<file path="src/rtl/xbar_ingress_queue_if.sv">
// Ingress write ports plus the req/start handshake and cell outputs toward the crossbar.
// Combinational bundle only: no latency of its own.
// Backpressure: per-port wr_ready toward the feeders; req gates frame issue from the switch.
interface xbar_ingress_queue_if;
    logic [3:0]  wr_valid;
    logic [3:0]  wr_ready;
    logic [7:0]  wr_dest;
    logic [31:0] wr_pld;
    logic        req;
    logic        start;
    logic [14:0] iport0;
    logic [14:0] iport1;
    logic [14:0] iport2;
    logic [14:0] iport3;

    modport master (
        output wr_valid, wr_dest, wr_pld, req,
        input  wr_ready, start, iport0, iport1, iport2, iport3
    );

    modport slave (
        input  wr_valid, wr_dest, wr_pld, req,
        output wr_ready, start, iport0, iport1, iport2, iport3
    );
endinterface

</file>
<file path="src/rtl/xbar_ingress_queue.sv">
// Per-port ingress FIFOs feeding a 4x4 crossbar, one cell per port per slot over four slots.
// Latency: slot-0 cells appear 1 cycle after the req&start edge; frame occupies 4 cycles.
// Backpressure: wr_ready[p] drops when FIFO p is full; same-cycle pops do not reopen it.
module xbar_ingress_queue #(
    parameter int DEPTH = 8,
    parameter int AW    = 3
) (
    input  logic                  clk,
    input  logic                  rst,
    xbar_ingress_queue_if.slave   bus,
    output logic [4*(AW+1)-1:0]   level,
    output logic [7:0]            frame_cnt
);
    typedef enum logic [2:0] {IDLE, S0, S1, S2, S3} state_t;

    localparam logic [AW:0] FULL = (AW+1)'(DEPTH);

    state_t        state, state_nxt;
    logic [9:0]    mem    [4][DEPTH];
    logic [AW-1:0] wr_ptr [4];
    logic [AW-1:0] rd_ptr [4];
    logic [AW:0]   cnt    [4];
    logic [14:0]   iport_q[4];
    logic [3:0]    push;
    logic [3:0]    pop;
    logic          any_queued;
    logic          hs;
    logic          load;

    always_comb begin
        level        = '0;
        any_queued   = 1'b0;
        bus.wr_ready = 4'h0;
        for (int p = 0; p < 4; p++) begin
            level[p*(AW+1) +: AW+1] = cnt[p];
            any_queued              = any_queued | (cnt[p] != '0);
            bus.wr_ready[p]         = (cnt[p] != FULL);
        end
        bus.start = (state == IDLE) && any_queued;
        hs        = bus.start && bus.req;
        // Each slot load re-samples occupancy, so late arrivals join the frame.
        load      = hs || (state == S0) || (state == S1) || (state == S2);
        for (int p = 0; p < 4; p++) begin
            push[p] = bus.wr_valid[p] && bus.wr_ready[p];
            pop[p]  = load && (cnt[p] != '0);
        end
    end

    always_comb begin
        state_nxt = state;
        case (state)
            IDLE:    if (hs) state_nxt = S0;
            S0:      state_nxt = S1;
            S1:      state_nxt = S2;
            S2:      state_nxt = S3;
            S3:      state_nxt = IDLE;
            default: state_nxt = IDLE;
        endcase
    end

    always_ff @(posedge clk or negedge rst) begin
        if (!rst) state <= IDLE;
        else      state <= state_nxt;
    end

    always_ff @(posedge clk) begin
        for (int p = 0; p < 4; p++) begin
            if (push[p]) mem[p][wr_ptr[p]] <= {bus.wr_dest[2*p +: 2], bus.wr_pld[8*p +: 8]};
        end
    end

    always_ff @(posedge clk or negedge rst) begin
        if (!rst) begin
            for (int p = 0; p < 4; p++) begin
                wr_ptr[p]  <= '0;
                rd_ptr[p]  <= '0;
                cnt[p]     <= '0;
                iport_q[p] <= '0;
            end
            frame_cnt <= '0;
        end else begin
            for (int p = 0; p < 4; p++) begin
                if (push[p]) wr_ptr[p] <= wr_ptr[p] + AW'(1);
                if (pop[p])  rd_ptr[p] <= rd_ptr[p] + AW'(1);
                case ({push[p], pop[p]})
                    2'b10:   cnt[p] <= cnt[p] + (AW+1)'(1);
                    2'b01:   cnt[p] <= cnt[p] - (AW+1)'(1);
                    default: cnt[p] <= cnt[p];
                endcase
                if (load) begin
                    iport_q[p] <= pop[p] ? {1'b1, 1'b0, mem[p][rd_ptr[p]][9:8], 1'b0, 2'(p),
                                            mem[p][rd_ptr[p]][7:0]}
                                         : 15'd0;
                end else if (state == S3) begin
                    iport_q[p] <= 15'd0;
                end
            end
            if (state == S3) frame_cnt <= frame_cnt + 8'd1;
        end
    end

    assign bus.iport0 = iport_q[0];
    assign bus.iport1 = iport_q[1];
    assign bus.iport2 = iport_q[2];
    assign bus.iport3 = iport_q[3];
endmodule

</file>
<file path="src/flat_wrapper.sv">
// flat-port wrapper written by rule: the top's interface ports become plain ports
module xbar_ingress_queue_flat 
#(
    parameter int DEPTH = 8,
    parameter int AW    = 3
)
  (clk, rst, level, frame_cnt, bus_wr_valid, bus_wr_dest, bus_wr_pld, bus_req, bus_wr_ready, bus_start, bus_iport0, bus_iport1, bus_iport2, bus_iport3);
  xbar_ingress_queue_if bus_i ();
  input  logic clk;
  input  logic rst;
  output logic [4*(AW+1)-1:0] level;
  output logic [7:0] frame_cnt;
  input wire logic [$bits(bus_i.wr_valid)-1:0] bus_wr_valid;
  input wire logic [$bits(bus_i.wr_dest)-1:0] bus_wr_dest;
  input wire logic [$bits(bus_i.wr_pld)-1:0] bus_wr_pld;
  input wire logic [$bits(bus_i.req)-1:0] bus_req;
  output wire logic [$bits(bus_i.wr_ready)-1:0] bus_wr_ready;
  output wire logic [$bits(bus_i.start)-1:0] bus_start;
  output wire logic [$bits(bus_i.iport0)-1:0] bus_iport0;
  output wire logic [$bits(bus_i.iport1)-1:0] bus_iport1;
  output wire logic [$bits(bus_i.iport2)-1:0] bus_iport2;
  output wire logic [$bits(bus_i.iport3)-1:0] bus_iport3;
  assign bus_i.wr_valid = bus_wr_valid;
  assign bus_i.wr_dest = bus_wr_dest;
  assign bus_i.wr_pld = bus_wr_pld;
  assign bus_i.req = bus_req;
  assign bus_wr_ready = bus_i.wr_ready;
  assign bus_start = bus_i.start;
  assign bus_iport0 = bus_i.iport0;
  assign bus_iport1 = bus_i.iport1;
  assign bus_iport2 = bus_i.iport2;
  assign bus_iport3 = bus_i.iport3;
  xbar_ingress_queue #(.DEPTH(DEPTH), .AW(AW)) u_core (.clk(clk), .rst(rst), .bus(bus_i), .level(level), .frame_cnt(frame_cnt));
endmodule
</file>
<file path="config.mk">
export PLATFORM = sky130hd
export DESIGN_NAME = xbar_ingress_queue_flat
export DESIGN_NICKNAME = d
export VERILOG_FILES = /design/src/rtl/xbar_ingress_queue_if.sv /design/src/rtl/xbar_ingress_queue.sv /design/src/flat_wrapper.sv
export SDC_FILE = /design/constraint.sdc
export NUM_CORES = 1
export LEC_CHECK = 0
export ABC_AREA = 0
export CAP_MARGIN = 30
export CORE_ASPECT_RATIO = 0.8
export CORE_MARGIN = 2
export CORE_UTILIZATION = 55
export CTS_BUF_LIST = sky130_fd_sc_hd__clkbuf_16
export DETAILED_ROUTE_END_ITERATION = 6
export HOLD_SLACK_MARGIN = 0.03
export PLACE_DENSITY = 0.76
export SLEW_MARGIN = 20
export SYNTH_ARGS = -nofsm -noshare
export SYNTH_HDL_FRONTEND = slang
export SYNTH_SLANG_ARGS = --single-unit
</file>
<file path="constraint.sdc">
create_clock -name clk -period 4 [get_ports clk]
set_input_delay 1 -clock clk [delete_from_list [all_inputs] [get_ports clk]]
set_output_delay 1 -clock clk [all_outputs]
set_load 0.01 [all_outputs]
</file>
==> PnR_summary.wiki <==
{| class="wikitable"
! Metric !! Value
|-
| Tmin final || 3.588 ns
|-
| Initial cell density of the core || 0.5611
|-
| Count of cell types in the netlist || 43
|-
| Via count || 8333
|-
| Setup repair after global routing missed its margin || false
|-
| Final GP Congestion || 0.7410
|-
| Total global routing track utilization || 0.2139
|-
| Initial antenna violation count || 0
|-
| Uppermost routed layer || met4
|-
| Congestion Overflow GR || 0
|-
| First-pass GRT wire length || 50600 um
|-
| Mapped Area || roughly 16000 um2
|-
| Detailed router's first-iteration violation count || 606
|-
| Largest area contributor in the netlist || sky130_fd_sc_hd__edfxtp_1
|-
| Die width || 197.5 um
|-
| Endpoint of the most critical register-to-register path || u_core.level[7]
|-
| Total CTS buffers || 41
|-
| Fraction of the cycle the final worst path needs || 0.8971
|-
| Max Cap Viol || 0
|-
| Peak Freq || 0.2787 GHz
|-
| Critical Path Fanout Max || 8
|-
| Proportion of layout cells with a drive suffix above 1 || 0.2410
|-
| Path depth of the worst reg2reg path || 8
|-
| Number of routed nets with antenna violations || 0
|-
| Residual DRC || 0
|-
| Async set-reset flop share out of synthesis || 0.2289
|-
| Sum of routed wire segments on met1 || 14600 um
|-
| Largest net degree at the start of global routing || 50
|-
| Cell types with the highest counts after synthesis || sky130_fd_sc_hd__edfxtp_1, sky130_fd_sc_hd__dfrtp_1, sky130_fd_sc_hd__mux4_2
|-
| Number of levels the H-tree was split into || 2
|-
| Hold Violations, Final || 0
|-
| Diodes inserted || 0
|-
| Post-CTS resize count || 0
|-
| Peak ir drop on the vdd network || 449.2 uV
|-
| Reg-to-reg critical path startpoint || u_core.state[1]
|-
| Total setup violations reported at the end of the flow || 0
|-
| Post-DR wirelength/cell || 22.88 um
|-
| Setup crit end || bus_start
|-
| Total Negative Setup Slacks || 0 ns
|-
| Number of buffers inserted by post-CTS setup repair || 0
|-
| Yosys Warn Count || 0
|-
| Post-Syn Instances || 839
|-
| Post-detailed-placement half-perimeter wirelength || a little under 20000 um
|-
| Run status || finished clean
|-
| Total met2 wirelength after detailed routing || 15970 um
|-
| Final instance area || 19770 um2
|-
| Crit-path slowest cell || sky130_fd_sc_hd__or4_1
|-
| Cell-by-cell listing of the critical path || or4_1, nor4_1, nor2_1, clkdlybuf4s50_1
|-
| CTS tree || built
|-
| CTS hold repair buffers || 0
|-
| Worst path arrival time || between 2 and 3 ns
|-
| Number of detailed-route iterations in the first pass || 5
|-
| Number of standard cells in the final layout excluding fillers || 1427
|-
| Sequential element share of the synthesized area || 0.7276
|-
| I/O pin total || 136
|-
| Most used standard cell by instance count after synthesis || sky130_fd_sc_hd__edfxtp_1
|-
| Dominant cells by area after synthesis || sky130_fd_sc_hd__edfxtp_1, sky130_fd_sc_hd__dfrtp_1, sky130_fd_sc_hd__mux4_2
|-
| Slew Limit Fails || 0
|-
| Die ar. || 31360 um2
|-
| Average footprint of a synthesized cell || 19.63 um2
|-
| Post-Route WL || 32650 um
|-
| Clock-pin slew of the registers on the worst-case setup and hold paths || approximately 0.06 ns
|-
| Via count of the first global-routing pass || 8591
|-
| Synth-to-layout area growth || 20.00%
|-
| Clk_skew || 0.009421 ns
|-
| Placed inst area || 18320 um2
|-
| Class of the worst hold path || in -> async
|-
| P per Cell Area || 794.4 nW/um2
|-
| Max Buffers Root-to-Sink || 3
|-
| Die span in y || 158.8 um
|-
| CTS Sinks || 415
|-
| Cell total after placement || ~1300
|-
| Synth top area share || 0.5833
|-
| Sort of element at the end of the critical path || output pin
|-
| Worst setup path startpoint || u_core.level[9]
|-
| Endpoint required time on the critical path || 3.00 ns
|-
| CP Class || reg -> out
|-
| Later-pin clock latency in the skew report || 0.54 ns
|-
| Nets@finish || 1085
|-
| Area of the core || 29360 um2
|-
| Reg-to-reg slack, setup || 1.03 ns
|-
| Number of flops mapped to enable cells by yosys || 320
|-
| Number of flip-flops and latches in the synthesized netlist || 415
|-
| Type of origin of the critical path || register
|-
| Row Count || 56
|-
| Leakage component of the power || 7.016 nW
|-
| Slowest Stage Delay on Critical Path || roughly 0.66 ns
|-
| Prevailing post-synth register cell || sky130_fd_sc_hd__edfxtp_1
|-
| Worst slew margin relative to its limit || 0.4404
|-
| Met3 wire len || 1590 um
|-
| Count of input and output buffers || approximately 120
|-
| Slew at the pin closest to its max-slew limit || 0.8376 ns
|-
| Ratio of routed vias to standard cells || 5.840
|-
| Clock root buffer || sky130_fd_sc_hd__clkbuf_16
|}
[cells by family (layout without fill, tap and decap cells)]
group / after synthesis / in the layout / share of synthesized area
flip-flops: 415 / 415 / 0.7276
multiplexers: 133 / 133 / 0.1456
XOR/XNOR: 44 / 44 / 0.02339
AO/OA/AOI/OAI: 65 / 65 / 0.03243
adder cells (fa/ha/maj): 21 / 21 / 0.01595
buffers and inverters: 49 / 249 / 0.01830
other: 1 / 12 / 0.0002276
AND/OR/NAND/NOR: 111 / 111 / 0.03646
[area by class of cell]
class                   count  area (um2)
clock buffers              43        1076
repair buffers            172        1643
well taps                 377       471.7
multi-input cells         386        4252
clock inverters            33       335.3
flip-flops and latches    415       11990
inverters                   1       3.754
fillers                  1920        9590
[registers in the layout, summed over array words and instances, names as in the netlist]
register / count
u_core.mem: 320
u_core.level: 16
u_core.rd_ptr: 12
u_core.wr_ptr: 12
u_core.bus.iport0: 11
u_core.bus.iport1: 11
u_core.bus.iport2: 11
u_core.bus.iport3: 11
u_core.frame_cnt: 8
u_core.state: 3
[through the flow]
step	setup WS, ns	hold slack, ns	power, mW	util
floorplan	1.092	0.4673	9.879	-
global placement	0.4540	0.4615	11.62	0.6224
detailed placement	0.4262	0.4887	11.78	0.6238
CTS	0.3516	0.3659	15.83	0.6719
global route	0.2829	0.3827	16.54	0.6733
finish	0.4118	0.3698	15.70	0.6733
[worst max-delay path: cells and delay by family (launching register included)]
family / cells / cell delay (ns)
simple gates: 3 / 1.10
buf+inv: 1 / 0.50
flops: 1 / 0.45
[how the worst min path moves through the flow]
stage | startpoint | end | depth (start not counted)
final | rst | u_core.bus.iport0[12] | 1
after global routing | rst | u_core.bus.iport0[12] | 1
after CTS | rst | u_core.bus.iport0[12] | 1
after detailed placement | u_core.frame_cnt[7] | u_core.frame_cnt[7] | 1
after global placement | u_core.frame_cnt[7] | u_core.frame_cnt[7] | 1
after floorplan | u_core.state[2] | u_core.state[1] | 1
[cell usage in the layout, fill, tap and decap left out, types with 3 or more instances in the layout]
cell type / n
sky130_fd_sc_hd__a21o_1: 4
sky130_fd_sc_hd__a21oi_1: 7
sky130_fd_sc_hd__a22o_1: 40
sky130_fd_sc_hd__buf_4: 45
sky130_fd_sc_hd__buf_8: 3
sky130_fd_sc_hd__bufinv_16: 7
sky130_fd_sc_hd__clkbuf_16: 43
sky130_fd_sc_hd__clkdlybuf4s50_1: 122
sky130_fd_sc_hd__clkinv_1: 7
sky130_fd_sc_hd__clkinv_2: 7
sky130_fd_sc_hd__conb_1: 12
sky130_fd_sc_hd__dfrtp_1: 95
sky130_fd_sc_hd__edfxtp_1: 320
sky130_fd_sc_hd__ha_1: 21
sky130_fd_sc_hd__inv_1: 9
sky130_fd_sc_hd__mux2_2: 53
sky130_fd_sc_hd__mux4_2: 80
sky130_fd_sc_hd__nand2_1: 16
sky130_fd_sc_hd__nand2b_1: 11
sky130_fd_sc_hd__nand3_1: 11
sky130_fd_sc_hd__nor2_1: 19
sky130_fd_sc_hd__nor2b_1: 5
sky130_fd_sc_hd__nor3_1: 22
sky130_fd_sc_hd__nor3b_1: 4
sky130_fd_sc_hd__nor4_2: 4
sky130_fd_sc_hd__o2111ai_1: 4
sky130_fd_sc_hd__o21ai_0: 5
sky130_fd_sc_hd__xnor2_1: 25
sky130_fd_sc_hd__xor2_1: 19
[per-layer routing]
layer | GRT usage | vias up
li1 | - | 3709
met3 | 0.04184 | 39
met2 | 0.3377 | 194
met4 | 0.04990 | 0
met1 | 0.3126 | 4391
met5 | 0 | -
[power by group]
group          total (mW)  switching, mW  internal [mW]
registers            6.46          0.799           5.66
logic                5.24           2.36           2.88
clock network        4.00           1.59           2.40
Power figures use the tool's default switching activity.
